==> config.mk <==
export PLATFORM = sky130hd
export DESIGN_NAME = game_controller
export DESIGN_NICKNAME = d
export VERILOG_FILES = /design/src/rtl/game_pkg.sv /design/src/rtl/scroll_timer.sv /design/src/rtl/game_controller.sv
export SDC_FILE = /design/constraint.sdc
export NUM_CORES = 1
export LEC_CHECK = 0
export ABC_AREA = 1
export CAP_MARGIN = 10
export CORE_UTILIZATION = 69
export DETAILED_ROUTE_END_ITERATION = 7
export PLACE_DENSITY = 0.88
export SYNTH_ARGS = -nofsm -noshare
export SYNTH_HDL_FRONTEND = slang
export SYNTH_HIERARCHICAL = 1
export SYNTH_SLANG_ARGS = --single-unit
==> constraint.sdc <==
create_clock -name clk -period 8.9 [get_ports clk]
set_clock_uncertainty 0.2 [all_clocks]
set_input_delay 1.78 -clock clk [delete_from_list [all_inputs] [get_ports clk]]
set_output_delay 1.78 -clock clk [all_outputs]
set_load 0.02 [all_outputs]
==> src/rtl/game_pkg.sv <==
// rtl/game_pkg.sv - shared round-state encoding and constants for the Frogger board
package game_pkg;

  typedef enum logic [2:0] {
    IDLE,
    PLAY,
    WIN_HOLD,
    LOSE_HOLD,
    OVER
  } state_t;

  localparam int GUARD_CYCLES = 2;
  localparam int SCORE_MAX    = 255;

endpackage

==> src/rtl/scroll_timer.sv <==
// rtl/scroll_timer.sv - lane-scroll period counter with a one-cycle terminal-count pulse
module scroll_timer (
  input  logic        clk,
  input  logic        reset_n,
  input  logic        clear,
  input  logic        enable,
  input  logic [31:0] period,
  output logic        tick
);

  logic [31:0] count;

  always_ff @(posedge clk or negedge reset_n) begin
    if (!reset_n) begin
      count <= 32'd0;
      tick  <= 1'b0;
    end else if (clear) begin
      count <= 32'd0;
      tick  <= 1'b0;
    end else if (enable) begin
      if (count == period - 32'd1) begin
        count <= 32'd0;
        tick  <= 1'b1;
      end else begin
        count <= count + 32'd1;
        tick  <= 1'b0;
      end
    end else begin
      tick <= 1'b0;
    end
  end

endmodule

==> src/rtl/game_controller.sv <==
// rtl/game_controller.sv - Frogger round sequencer: state machine, hold/guard timing, lives/level/score
module game_controller
  import game_pkg::*;
#(
  parameter int unsigned LIVES       = 3,
  parameter int unsigned MAX_LEVEL   = 7,
  parameter int unsigned HOLD_CYCLES = 50_000_000,
  parameter int unsigned BASE_PERIOD = 25_000_000,
  parameter int unsigned STEP        = 3_000_000
) (
  input  logic       clk,
  input  logic       reset_n,
  input  logic       start,
  input  logic       win_in,
  input  logic       lose_in,
  output logic       frog_reset,
  output logic       scroll_tick,
  output logic [2:0] level,
  output logic [1:0] lives,
  output logic [7:0] score,
  output logic       show_win,
  output logic       show_lose,
  output logic       game_over
);

  localparam logic [1:0] GUARD     = 2'(GUARD_CYCLES);
  localparam logic [2:0] LEVEL_TOP = 3'(MAX_LEVEL);
  localparam logic [7:0] SCORE_TOP = 8'(SCORE_MAX);
  localparam logic [1:0] LIVES_INI = 2'(LIVES);

  state_t      state, nextState;
  logic        startQ, winQ, loseQ;
  logic [1:0]  guardCnt;
  logic [31:0] holdCnt;
  logic [1:0]  nextLives;
  logic [2:0]  nextLevel;
  logic [7:0]  nextScore;
  logic        startEdge, canSample, enterPlay, holdDone, timerEnable;
  logic [31:0] period;

  assign startEdge   = start & ~startQ;
  assign canSample   = (state == PLAY) && (guardCnt == GUARD);
  assign holdDone    = (holdCnt == HOLD_CYCLES - 32'd1);
  assign enterPlay   = (nextState == PLAY) && (state != PLAY);
  assign timerEnable = (state == PLAY) && (nextState == PLAY);
  assign period      = 32'(BASE_PERIOD) - 32'(level) * 32'(STEP);

  always_comb begin
    nextState = state;
    nextLives = lives;
    nextLevel = level;
    nextScore = score;
    case (state)
      IDLE: begin
        if (startEdge) nextState = PLAY;
      end
      PLAY: begin
        // winQ/loseQ only ever capture post-guard samples, so no guard test here
        if (loseQ) begin
          nextLives = lives - 2'd1;
          nextState = (lives == 2'd1) ? OVER : LOSE_HOLD;
        end else if (winQ) begin
          nextLevel = (level == LEVEL_TOP) ? level : level + 3'd1;
          nextScore = (score == SCORE_TOP) ? score : score + 8'd1;
          nextState = WIN_HOLD;
        end
      end
      WIN_HOLD, LOSE_HOLD: begin
        if (holdDone) nextState = PLAY;
      end
      OVER: begin
        if (startEdge) begin
          nextLives = LIVES_INI;
          nextLevel = 3'd0;
          nextScore = 8'd0;
          nextState = PLAY;
        end
      end
      default: nextState = IDLE;
    endcase
  end

  always_ff @(posedge clk or negedge reset_n) begin
    if (!reset_n) begin
      state      <= IDLE;
      startQ     <= 1'b0;
      winQ       <= 1'b0;
      loseQ      <= 1'b0;
      guardCnt   <= 2'd0;
      holdCnt    <= 32'd0;
      lives      <= LIVES_INI;
      level      <= 3'd0;
      score      <= 8'd0;
      frog_reset <= 1'b0;
      show_win   <= 1'b0;
      show_lose  <= 1'b0;
      game_over  <= 1'b0;
    end else begin
      state      <= nextState;
      startQ     <= start;
      winQ       <= win_in & canSample;
      loseQ      <= lose_in & canSample;
      lives      <= nextLives;
      level      <= nextLevel;
      score      <= nextScore;
      frog_reset <= enterPlay;
      show_win   <= (nextState == WIN_HOLD);
      show_lose  <= (nextState == LOSE_HOLD);
      game_over  <= (nextState == OVER);
      if (enterPlay) guardCnt <= 2'd0;
      else if (state == PLAY && guardCnt != GUARD) guardCnt <= guardCnt + 2'd1;
      holdCnt <= ((state == WIN_HOLD || state == LOSE_HOLD) && nextState == state)
                 ? holdCnt + 32'd1 : 32'd0;
    end
  end

  scroll_timer u_scroll_timer (
    .clk    (clk),
    .reset_n(reset_n),
    .clear  (enterPlay),
    .enable (timerEnable),
    .period (period),
    .tick   (scroll_tick)
  );

endmodule
==> results_dict.tcl <==
set metrics [dict create \
    crit_top_cell "nand2_1" \
    setup_violations 0 \
    wl_met3_um 1850 \
    cellPowerDensity_nw_per_um2 385 \
    portBuffers 22 \
    clockRootBuffer "clkbuf_16" \
    fin_util 0.769 \
    cp_max_fo 28 \
    startpoint_type "flip-flop" \
    place_hpwl_um 15900 \
    placeableCoreArea_um2 11500 \
    netlist_area_um2 8190 \
    cts_tree "yes" \
    die_x_um 111 \
    min-delay-start "holdCnt[0]" \
    drt_iter0_drc 822 \
    yosys_warnings 6 \
    cts_resized 0 \
    cts_setup_buffers 0 \
    cp.arrival_ns 5.63 \
    wirelength_um 21000 \
    power.leakage_nw 4.38 \
    min_path_cells 1 \
    synth_simple_gate_area_frac 0.435 \
    wl_met2_um 9430 \
    synth-main-ff-cell "dfrtp_1" \
    grt_use_total 0.352 \
    sequentialPowerShare 0.151 \
    worst_r2r_endpoint "u_scroll_timer/count[16]" \
    grt_pass1_wl_um 35200 \
    drv_cap 0 \
    yosys.area_share.adder 0.0474 \
    cts_hold_buf 0 \
    highest_layer "met4" \
    avgSynthCellArea_um2 6.64 \
    syn2layout_area_growth_pct 7.77 \
    max_slew_margin 0.268 \
    ir_drop_mv 0.385 \
    initial_utilization 0.714 \
    gp_congestion 0.965 \
    clkTransAtPathRegs_ns 0.06 \
    hold_violations 0 \
    grt_start_max_net_pins 83 \
    antenna_found_initial 0 \
    yosys.area_share.xor_xnor 0.102 \
    wl_per_cell_um 15.0 \
    clkLatencyLatePin_ns 0.34 \
    combPwrFrac 0.738 \
    crit_type "reg2reg" \
    reg2reg_slack_ns 3.30 \
    synth_compound_area_frac 0.0414 \
    synth-seq-area-share 0.275 \
    r2r_cells 25 \
    cp-end-kind "flip-flop" \
    synth_top_family_by_area "simple AND/OR/NAND/NOR gates" \
    drc 0 \
    r2r_start "level[0]" \
    setup_tns_ns 0 \
    clkPwrFrac 0.111 \
    async_reset_ff_frac 1.00 \
    synth.distinct_cells 48 \
    yosys-mux-area-fraction 0 \
    p_int_mw 1.48 \
    layout_min_cycle_time_ns 5.60 \
    rsz0062_at_grt "false" \
    timing.fmax_ghz 0.179 \
    synth-seq-cells 90 \
    power_mw 3.40 \
    cp_slowest_stage_delay_ns 0.79 \
    clock-sinks 90 \
    cts_buffer_depth 2 \
    dr.pass1.iters 6 \
    status "finished clean" \
    wl_met1_um 9370 \
    finalMaxSlewViolations 0 \
    antenna_left 0 \
    fin_crit_sh 0.629 \
    nets 1293 \
    p_switching_mw 1.92 \
    antennaDiodeCount 0 \
    io_pins 23 \
    die_area_um2 12300 \
    overflow 0 \
    vias_per_cell 5.63 \
    synthCells 1233 \
    rows 39 \
    cts_buffers 9 \
    grt_pass1_vias 7336 \
    worst_slew_pin_slew_ns 1.10 \
    vias 7927 \
    h-tree-depth 3 \
    holdCritPathClass "reg2reg" \
    hold_end "holdCnt[0]" \
    drive_gt1_frac 0.0918 \
    die_y_um 111 \
    crit_slowest_cell "a21oi_2" \
    cp.required_ns 8.93 \
    synth_edf_count 0 \
    swShare 0.563 \
]
final cells by class:
type                            instances  area (µm²)
Inverter                              172         646
Sequential cell                        90        2250
Tap cell                              143         179
Timing Repair Buffer                   25         240
Fill cell                             904        2650
Clock buffer                           11         233
Clock inverter                          4        53.8
Multi-Input combinational cell        962        5220
metal layers:
metal / global-route usage / vias to the layer above
li1: - / 3894
met4: 0.0853 / 0
met5: 0 / -
met1: 0.502 / 3611
met3: 0.0667 / 44
met2: 0.553 / 378
worst max path at each step:
| stage | start | end | slack [ns] | cells after the start |
|---|---|---|---|---|
| after CTS | level[0] | u_scroll_timer/count[16] | 3.41 | 25 |
| after floorplan | level[0] | u_scroll_timer/count[5] | 3.83 | 28 |
| after detailed placement | level[0] | u_scroll_timer/count[13] | 3.42 | 25 |
| after global placement | level[0] | u_scroll_timer/count[14] | 3.53 | 24 |
| final | level[0] | u_scroll_timer/count[16] | 3.30 | 25 |
| after global routing | level[0] | u_scroll_timer/count[19] | 2.71 | 27 |
sequential cells by signal, indices dropped and copies added (netlist names):
signal,flops
show_win,1
score,8
holdCnt,32
winQ,1
show_lose,1
lives,2
startQ,1
loseQ,1
frog_reset,1
level,3
guardCnt,2
u_scroll_timer/count,32
game_over,1
state,3
u_scroll_timer/tick,1
synthesized netlist by cell type, types with 4 or more instances:
library cell,instances,area share
nand3_1,72,0.044
nor2_4,7,0.0096
inv_1,153,0.070
nand2_2,14,0.011
nand2_1,351,0.16
nor2_1,165,0.076
nor3_1,35,0.021
nor4_1,8,0.0061
o21ai_0,18,0.011
clkbuf_1,13,0.0060
nor2_2,14,0.011
dfrtp_1,88,0.27
nor3b_1,6,0.0055
nand4_1,34,0.026
fa_1,5,0.012
a21oi_1,20,0.012
ha_1,23,0.035
nand2_4,4,0.0055
a31oi_1,4,0.0031
nor3_4,5,0.0099
inv_2,17,0.0078
o21ai_1,8,0.0049
nand3b_1,12,0.011
xor2_1,61,0.065
xnor2_1,31,0.033
buf_2,9,0.0055
nand3_2,21,0.026
worst max-delay path: cells and delay by family, from the launching register on:
family                     cells  cell delay, ns
and+or+nand+nor               17            1.79
AOI/OAI and AO/OA              4            1.43
adders and majority gates      2            1.05
DFF                            1            0.63
buffers and inverters          2            0.38
kinds of logic after synthesis:
logic type                 after synthesis
AOI/OAI and AO/OA                       60
other                                    1
xor gates and xnor gates                94
and+or+nand+nor                        758
DFF                                     90
buffers and inverters                  202
adders and majority gates               28
cells in the final DEF (no fill, tap or decap), types with 21 or more instances in the layout:
master           count
conb_1              22
nand2_1            351
dfrtp_1             88
inv_1              153
nor3_1              35
xor2_1              61
ha_1                23
nand3_1             72
nand4_1             34
nand3_2             21
clkdlybuf4s50_1     21
xnor2_1             31
nor2_1             163
stage by stage:
stage	worst slack, ns	instances	hold slack (ns)	cell area, µm²
floorplan	3.83	1254	0.233	8260
global placement	3.53	1392	0.251	8530
detailed placement	3.42	1392	0.267	8530
CTS	3.41	1407	0.276	8820
global route	2.71	1407	0.308	8820
finish	3.30	1407	0.274	8820
power by group through the flow:
| stage | Clock (mW) | Combinational (mW) | Sequential, mW |
|---|---|---|---|
| detailed placement | 0 | 2.45 | 0.519 |
| finish | 0.377 | 2.51 | 0.512 |
| CTS | 0.380 | 2.46 | 0.511 |
| global route | 0.398 | 2.78 | 0.519 |
| floorplan | 0 | 1.85 | 0.536 |
| global placement | 0 | 2.41 | 0.515 |
Note: power is estimated with default switching activity, not from simulation.
